`config.mk`:
```
export PLATFORM = sky130hd
export DESIGN_NAME = mul_share_ctrl
export DESIGN_NICKNAME = d
export VERILOG_FILES = /design/src/rtl/mul_share_ctrl.sv
export SDC_FILE = /design/constraint.sdc
export NUM_CORES = 1
export LEC_CHECK = 0
export CAP_MARGIN = 20
export CORE_UTILIZATION = 39
export DETAILED_ROUTE_END_ITERATION = 10
export GPL_TIMING_DRIVEN = 0
export HOLD_SLACK_MARGIN = 0.05
export MAX_ROUTING_LAYER = met4
export PLACE_DENSITY = 0.77
export SYNTH_ARGS = -nofsm -noshare
export SYNTH_HDL_FRONTEND = slang
export SYNTH_SLANG_ARGS = --single-unit
```
`constraint.sdc`:
```
create_clock -name i_clk -period 2.1 [get_ports i_clk]
set_input_delay 0.42 -clock i_clk [delete_from_list [all_inputs] [get_ports i_clk]]
set_output_delay 0.42 -clock i_clk [all_outputs]
set_load 0.02 [all_outputs]
```
`src/rtl/mul_share_ctrl.sv`:
```
`default_nettype none
// ============================================================================
// Module   : mul_share_ctrl
// Purpose  : Shares one multi-cycle integer multiplier between two requesters.
//            Round-robin grant, operand hold for the whole computation,
//            watchdog-bounded wait for completion, and a valid/ready
//            response channel carrying result, tag and source index.
// Revision : 1.0 - initial release
// ============================================================================
module mul_share_ctrl #(
    parameter int WIDTH   = 32,
    parameter int TAG_W   = 5,
    parameter int TIMEOUT = 48
) (
    input  logic             i_clk,
    input  logic             i_rst_n,

    // Requester 0
    input  logic             i_req0_valid,
    output logic             o_req0_ready,
    input  logic [WIDTH-1:0] i_req0_a,
    input  logic [WIDTH-1:0] i_req0_b,
    input  logic [TAG_W-1:0] i_req0_tag,

    // Requester 1
    input  logic             i_req1_valid,
    output logic             o_req1_ready,
    input  logic [WIDTH-1:0] i_req1_a,
    input  logic [WIDTH-1:0] i_req1_b,
    input  logic [TAG_W-1:0] i_req1_tag,

    // Multiplier interface
    output logic             o_mul_valid,
    output logic [WIDTH-1:0] o_mul_a,
    output logic [WIDTH-1:0] o_mul_b,
    input  logic             i_mul_valid,
    input  logic [WIDTH-1:0] i_mul_result,

    // Response channel
    output logic             o_resp_valid,
    input  logic             i_resp_ready,
    output logic [WIDTH-1:0] o_resp_result,
    output logic [TAG_W-1:0] o_resp_tag,
    output logic             o_resp_src,
    output logic             o_resp_err,

    output logic             o_busy
);

    // Watchdog counter only ever needs to reach TIMEOUT-1.
    localparam int CNT_W = (TIMEOUT > 1) ? $clog2(TIMEOUT) : 1;
    localparam logic [CNT_W-1:0] c_WD_LAST = CNT_W'(TIMEOUT - 1);
    localparam logic [CNT_W-1:0] c_WD_ONE  = CNT_W'(1);

    typedef enum logic [1:0] {
        ST_IDLE  = 2'd0,
        ST_ISSUE = 2'd1,
        ST_WAIT  = 2'd2,
        ST_RESP  = 2'd3
    } state_t;

    state_t           r_state;
    logic             r_rr_ptr;       // requester favoured on a tie
    logic [CNT_W-1:0] r_wd_cnt;
    logic [WIDTH-1:0] r_op_a;
    logic [WIDTH-1:0] r_op_b;
    logic [TAG_W-1:0] r_tag;
    logic             r_src;
    logic             r_mul_valid;
    logic             r_resp_valid;
    logic [WIDTH-1:0] r_resp_result;
    logic             r_resp_err;
    logic             r_busy;

    logic             w_grant_any;
    logic             w_grant_sel;
    logic             w_accept;
    logic [WIDTH-1:0] w_sel_a;
    logic [WIDTH-1:0] w_sel_b;
    logic [TAG_W-1:0] w_sel_tag;
    logic             w_wd_expired;

    // Arbitration: a lone valid requester wins; on a tie the pointer decides.
    always_comb begin
        w_grant_any = 1'b0;
        w_grant_sel = 1'b0;
        if (i_req0_valid && i_req1_valid) begin
            w_grant_any = 1'b1;
            w_grant_sel = r_rr_ptr;
        end else if (i_req0_valid) begin
            w_grant_any = 1'b1;
            w_grant_sel = 1'b0;
        end else if (i_req1_valid) begin
            w_grant_any = 1'b1;
            w_grant_sel = 1'b1;
        end
    end

    // Accept only from IDLE; suppressed while reset is asserted so that no
    // handshake can complete on a cycle whose state update is discarded.
    assign w_accept     = (r_state == ST_IDLE) && i_rst_n && w_grant_any;
    assign o_req0_ready = w_accept && !w_grant_sel;
    assign o_req1_ready = w_accept &&  w_grant_sel;

    assign w_sel_a      = w_grant_sel ? i_req1_a   : i_req0_a;
    assign w_sel_b      = w_grant_sel ? i_req1_b   : i_req0_b;
    assign w_sel_tag    = w_grant_sel ? i_req1_tag : i_req0_tag;
    assign w_wd_expired = (r_wd_cnt == c_WD_LAST);

    // Controller sequencing: IDLE -> ISSUE -> WAIT -> RESP -> IDLE.
    always_ff @(posedge i_clk) begin
        if (!i_rst_n) begin
            r_state       <= ST_IDLE;
            r_rr_ptr      <= 1'b0;
            r_wd_cnt      <= '0;
            r_op_a        <= '0;
            r_op_b        <= '0;
            r_tag         <= '0;
            r_src         <= 1'b0;
            r_mul_valid   <= 1'b0;
            r_resp_valid  <= 1'b0;
            r_resp_result <= '0;
            r_resp_err    <= 1'b0;
            r_busy        <= 1'b0;
        end else begin
            // Start strobe lasts exactly the ISSUE cycle.
            r_mul_valid <= 1'b0;
            case (r_state)
                ST_IDLE: begin
                    if (w_accept) begin
                        r_op_a      <= w_sel_a;
                        r_op_b      <= w_sel_b;
                        r_tag       <= w_sel_tag;
                        r_src       <= w_grant_sel;
                        r_rr_ptr    <= ~w_grant_sel;
                        r_mul_valid <= 1'b1;
                        r_busy      <= 1'b1;
                        r_state     <= ST_ISSUE;
                    end
                end
                ST_ISSUE: begin
                    // Done may still be high from the previous operation,
                    // so it is deliberately not looked at here.
                    r_wd_cnt <= '0;
                    r_state  <= ST_WAIT;
                end
                ST_WAIT: begin
                    r_wd_cnt <= r_wd_cnt + c_WD_ONE;
                    if (i_mul_valid) begin
                        r_resp_result <= i_mul_result;
                        r_resp_err    <= 1'b0;
                        r_resp_valid  <= 1'b1;
                        r_state       <= ST_RESP;
                    end else if (w_wd_expired) begin
                        r_resp_result <= '0;
                        r_resp_err    <= 1'b1;
                        r_resp_valid  <= 1'b1;
                        r_state       <= ST_RESP;
                    end
                end
                ST_RESP: begin
                    // Returning to IDLE (not accepting here) guarantees a
                    // bubble cycle between responses and new grants.
                    if (i_resp_ready) begin
                        r_resp_valid <= 1'b0;
                        r_busy       <= 1'b0;
                        r_state      <= ST_IDLE;
                    end
                end
                default: begin
                    r_state <= ST_IDLE;
                end
            endcase
        end
    end

    assign o_mul_valid   = r_mul_valid;
    assign o_mul_a       = r_op_a;
    assign o_mul_b       = r_op_b;
    assign o_resp_valid  = r_resp_valid;
    assign o_resp_result = r_resp_result;
    assign o_resp_tag    = r_tag;
    assign o_resp_src    = r_src;
    assign o_resp_err    = r_resp_err;
    assign o_busy        = r_busy;

endmodule
`default_nettype wire
```
After elaboration in Yosys (flattened, before gate mapping)
Index checks and enable logic that the tools add are counted.
{ "totals": {"ff_bits": 115, "input_bits": 176, "out_inout_bits": 108, "elab_cells": 62} }
{ "classes": {"n_addsub": 1, "eq_ne": 7, "muxes": 24, "bitwise": 1, "n_reduce_logical": 17} }
{ "ops": {"columns": ["op", "n"], "rows": [
  ["32-bit two-way mux", 4],
  ["6-bit case mux with 2 select lines", 1],
  ["1-bit two-way mux", 11],
  ["3-bit AND reduction", 3],
  ["2-bit two-way mux", 4],
  ["2-bit case mux with 4 select lines", 1],
  ["2-bit nonzero test", 4],
  ["6-bit by 1-bit adder with 6-bit output, second input constant", 1],
  ["6-bit equality test, second input constant", 1],
  ["2-bit AND reduction", 3],
  ["1-bit logical AND", 5],
  ["5-bit two-way mux", 1],
  ["2-bit equality test, second input constant", 2],
  ["2-bit != test, second input constant", 2],
  ["1-bit case mux with 2 select lines", 2],
  ["3-bit != test, second input constant", 1],
  ["2-bit by 1-bit equality test with 1-bit output, second input constant", 1],
  ["2-bit zero test", 1],
  ["1-bit zero test", 1],
  ["1-bit NOT", 1]
]} }

Longest topological paths before layout
{ "depth": {"depth_word": 6, "depth_mapped": 8, "ltp_nobuf": 6} }

Worst setup path before layout
No wires, ideal clock.
{ "synth_timing": {"kind": "register to output", "start": "reg r_state[0]", "end": "out o_req0_ready", "arrival_time_ns": 1.252, "required_ns": 1.680, "path_slack_ns": 0.428, "stages_incl_launch_ff": 8, "path_cell_list": "dfxtp_1 -> inv_1 -> ha_1 -> nand2_1 -> inv_2 -> buf_6 -> buf_4 -> and2_1"} }
{ "synth_between": {"elab_chain_cells": 4} }
{ "synth_lines": {"columns": ["element", "line_no", "text"], "rows": [
  ["start, declared", "62", "state_t r_state;"],
  ["start signal, assigned", "113", "r_state <= ST_IDLE;"],
  ["start signal, assigned", "138", "r_state <= ST_ISSUE;"],
  ["start signal, assigned", "145", "r_state <= ST_WAIT;"],
  ["2-bit zero test", "101", "assign w_accept = (r_state == ST_IDLE) && i_rst_n && w_grant_any;"],
  ["1-bit logical AND (2 in series)", "101", null],
  ["1-bit logical AND", "102", "assign o_req0_ready = w_accept && !w_grant_sel;"],
  ["end, declared", "20", "output logic o_req0_ready,"]
]} }
Every way passes these cells.

Final worst setup path
{ "layout_timing": {"start": "in i_req0_valid", "end": "out o_req0_ready"} }
{ "layout_between": {"elab_chain_cells": 4, "word_cells_on_any_way": 8, "cone_classes": "mux (4); reduce/logical (4)"} }
{ "layout_lines": {"columns": ["element", "line_no", "text"], "rows": [
  ["start, declared", "19", "input logic i_req0_valid,"],
  ["1-bit two-way mux / 1-bit logical AND (equally long branches)", "90, 87", null],
  ["1-bit two-way mux", "87", "if (i_req0_valid && i_req1_valid) begin"],
  ["1-bit logical AND / 1-bit zero test (equally long branches)", "101, 102", null],
  ["1-bit logical AND *", "102", null]
]} }
Mark *: on every way between the ends. The rest lies on a longest branch, timed or not.

==> run metrics <==
CTS H-Tree Depth 4; Post-synth EDFFs 0; clk sink count 115; share of the synthesized area in the top cell type 0.454; Area Overhead vs Synth 72.3%; crit-path cells clkdlybuf4s50_1, inv_1, o21ai_2, buf_12, buf_8, and2_1, buf_4; post-route clock period utilization 0.972; RSZ-0062 raised after global routing no; Finished Cell Area 8740 µm²; most frequent cell after synthesis dfxtp_1; area of the multi-input gates 2390 µm²; sequential power share 0.309; Post-Synth XOR/XNOR Area 0.00691; chip height 116 µm; Worst EP arrival 1620 ps; ys flop type dfxtp_1; Place WS -847 ps; Mapped Cells 524; Slew HR 0.529; Yosys warning count 0; Avg Cell Area, Syn 9.68 µm²; library cells used by synthesis 36; Critical Path Source Type input port; starting density of the core 0.400; Worst Slack Setup Final 59.0 ps; Worst Setup End Kind output pin; Pre-antenna DRT Iters 4; wire length per cell 17.0 µm; Max clock buf depth 2; CTS root buffer clkbuf_16; Port Buf Inserts 283; main combinational cell family by area after synthesis compound AO/OA/AOI/OAI gates; gr ovfl total 0; post-synthesis mux area share 0.140; Hold Crit Start o_resp_result[20]; Syn Nets 705; worst-skew pair later-pin latency 410 ps; Post-CTS Hold Buffers 0; internal cell power 6.26 mW; gr usage total 0.255; kind of critical path input port to output pin; Via density 4.98; antenna-violating nets left 0; max-cap violations 0; drt drc 0; pin count of the biggest net entering global routing 19; CTS tree done; fraction of power spent switching nets 0.337; wire length on met1 6620 µm; Synth Register Bits 115; Final HPWL DP 13300 µm; metal2 WL 8740 µm; main area contributors after synthesis dfxtp_1 (45%), mux2i_1 (14%), a211oi_1 (6.7%); PwrDens 1080 nW/µm²; final core utilization 0.690; Max Slew Vio Count 0; Synth Area in Adders 0.0123; Reg area 2300 µm²; Critical Path RT 1680 ps; Fin. Hold Viols 0; Placeable Area 12700 µm²; Total Power 9.43 mW; P_leak 3.55 nW; Nets 1009; largest area contributor in the netlist dfxtp_1; top sig layer met4; NetSw 3.18 mW; clk_skew 9.81 ps; reg2reg start r_state[0]; mapped cell area 5070 µm²; Final Critical Period 2040 ps; initial DRC count 182; Simple-Gate Fraction of Synth Area 0.121; CP Max Fanout 10; Seq/Total Area, Yosys 0.454; DR vias 5048; routability cong. 0.792; layout cells sized above 1 0.114; Peak Freq 490 MHz; WL final 17200 µm; slowest stage delay, CP 480 ps; crit path from i_req0_valid; hold_ws 466 ps; status finished clean; Least-Margin Pin Slew 707 ps; commonest cells in the netlist dfxtp_1 (115), nor2_1 (77), mux2i_1 (71), nand2_1 (71), a211oi_1 (45); die extent in x 116 µm; routed length on met3 1310 µm; Max rail drop VDD 535 µV; placed inst area 8120 µm²; Reg clk slew, reported paths 50 ps; Min-Delay Path Class register to register; Post-synth ARST share 0; vias in the first global route 4890; initial antenna violation count 1; CP max-delay cell clkdlybuf4s50_1; combinational share of power 0.393; Total Die Area 13500 µm²; total I/O pin count 284; first-pass GRT wire length 24900 µm; CTS Buf Count 17; share of total power in the clock network 0.298; Row Count 41; CP Buf/Inv Count 5; Compound-Gate Fraction of Synth Area 0.188; final setup vio count 0; fillers 996; crit-path leading delay family buffers and inverters
==> per-stage QoR <==
stage	instances	setup TNS (ps)
floorplan	524	0
global placement	979	-1490
detailed placement	979	-1680
CTS	1012	0
global route	1013	0
finish	1013	0
==> kinds of logic (layout without fill, tap and decap cells) <==
| family | Yosys count | count (layout) |
|---|---|---|
| buf+inv | 54 | 370 |
| mux | 71 | 71 |
| flops | 115 | 115 |
| fa+ha+maj | 5 | 5 |
| other cells | 0 | 1 |
| simple gates | 157 | 157 |
| xor+xnor | 4 | 4 |
| compound gates | 118 | 118 |
==> state kept, by name, indices dropped and copies added (netlist names) <==
name           count
o_mul_a           32
o_mul_valid        1
o_resp_tag         5
o_resp_result     32
o_busy             1
o_resp_src         1
o_resp_valid       1
r_state            2
r_wd_cnt           6
o_mul_b           32
r_rr_ptr           1
o_resp_err         1
==> path summary, 6_finish.rpt <==
check / end / cells past startpoint / slack (ps)
setup / recovery: o_req0_ready / 7 / 60
hold / removal: o_resp_result[20] / 2 / 470
setup reg to reg: o_mul_b[14] / 9 / 360
hold reg to reg: o_resp_result[20] / 2 / 470
==> power by group through the flow <==
| stage | clock [mW] | sequential [mW] | combinational [mW] |
|---|---|---|---|
| 6_report | 2.81 | 2.92 | 3.70 |
| 3_3_place_gp | 0 | 2.93 | 3.57 |
| 5_1_grt | 2.96 | 2.97 | 3.94 |
| 2_1_floorplan | 0 | 3.46 | 1.52 |
| 4_1_cts | 2.85 | 2.92 | 3.72 |
| 3_5_place_dp | 0 | 2.95 | 3.65 |
==> area by class of cell <==
| class | count | share of cell area |
|---|---|---|
| tap | 172 | 0.0246 |
| buffer | 45 | 0.0421 |
| clock buffer | 21 | 0.0538 |
| clock inverter | 10 | 0.0123 |
| timing repair buffer | 286 | 0.326 |
| multi-input combinational | 355 | 0.273 |
| antenna | 1 | 0.000286 |
| inverter | 8 | 0.00372 |
| sequential | 115 | 0.264 |
==> cell usage in the layout, fill, tap and decap left out, types with 2 or more instances in the layout <==
master	synthesis	routed
clkdlybuf4s50_1	0	279
dfxtp_1	115	113
nor2_1	77	76
mux2i_1	71	71
nand2_1	71	70
a211oi_1	45	45
o22ai_1	32	32
a211oi_2	24	24
clkbuf_16	0	17
clkbuf_1	15	16
buf_2	13	13
buf_12	6	8
buf_4	4	8
inv_1	6	6
clkinv_2	0	5
o21ai_0	4	4
buf_6	5	4
ha_1	5	4
o21a_1	3	3
a21oi_1	3	3
xor2_1	3	3
clkinvlp_4	0	3
clkbuf_8	0	3
and2_1	2	2
nand2b_1	2	2
nand4_1	2	2
bufinv_16	0	2
dfxtp_2	0	2
==> worst register-to-register path: stages (launching register included) <==
cell and delay [ps]:
dfxtp_2 330, inv_1 120, ha_2 210, nand2_2 90, inv_4 80, buf_12 100
buf_4 250, buf_4 230, nor2_1 60, a211oi_2 190
==> repair_timing <==
item | CTS | global route
resized for setup | 16 | 5
setup buffers | 3 | 0
pin swaps | 0 | 1
endpoints found under the setup margin | 2 | 2
==> layer usage <==
metal | up-vias | GRT usage
li1 | 2454 | -
met1 | 2373 | 0.257
met2 | 189 | 0.456
met3 | 32 | 0.0659
met4 | 0 | 0.126
met5 | - | -
No activity file was read; power rests on OpenSTA's default activity.
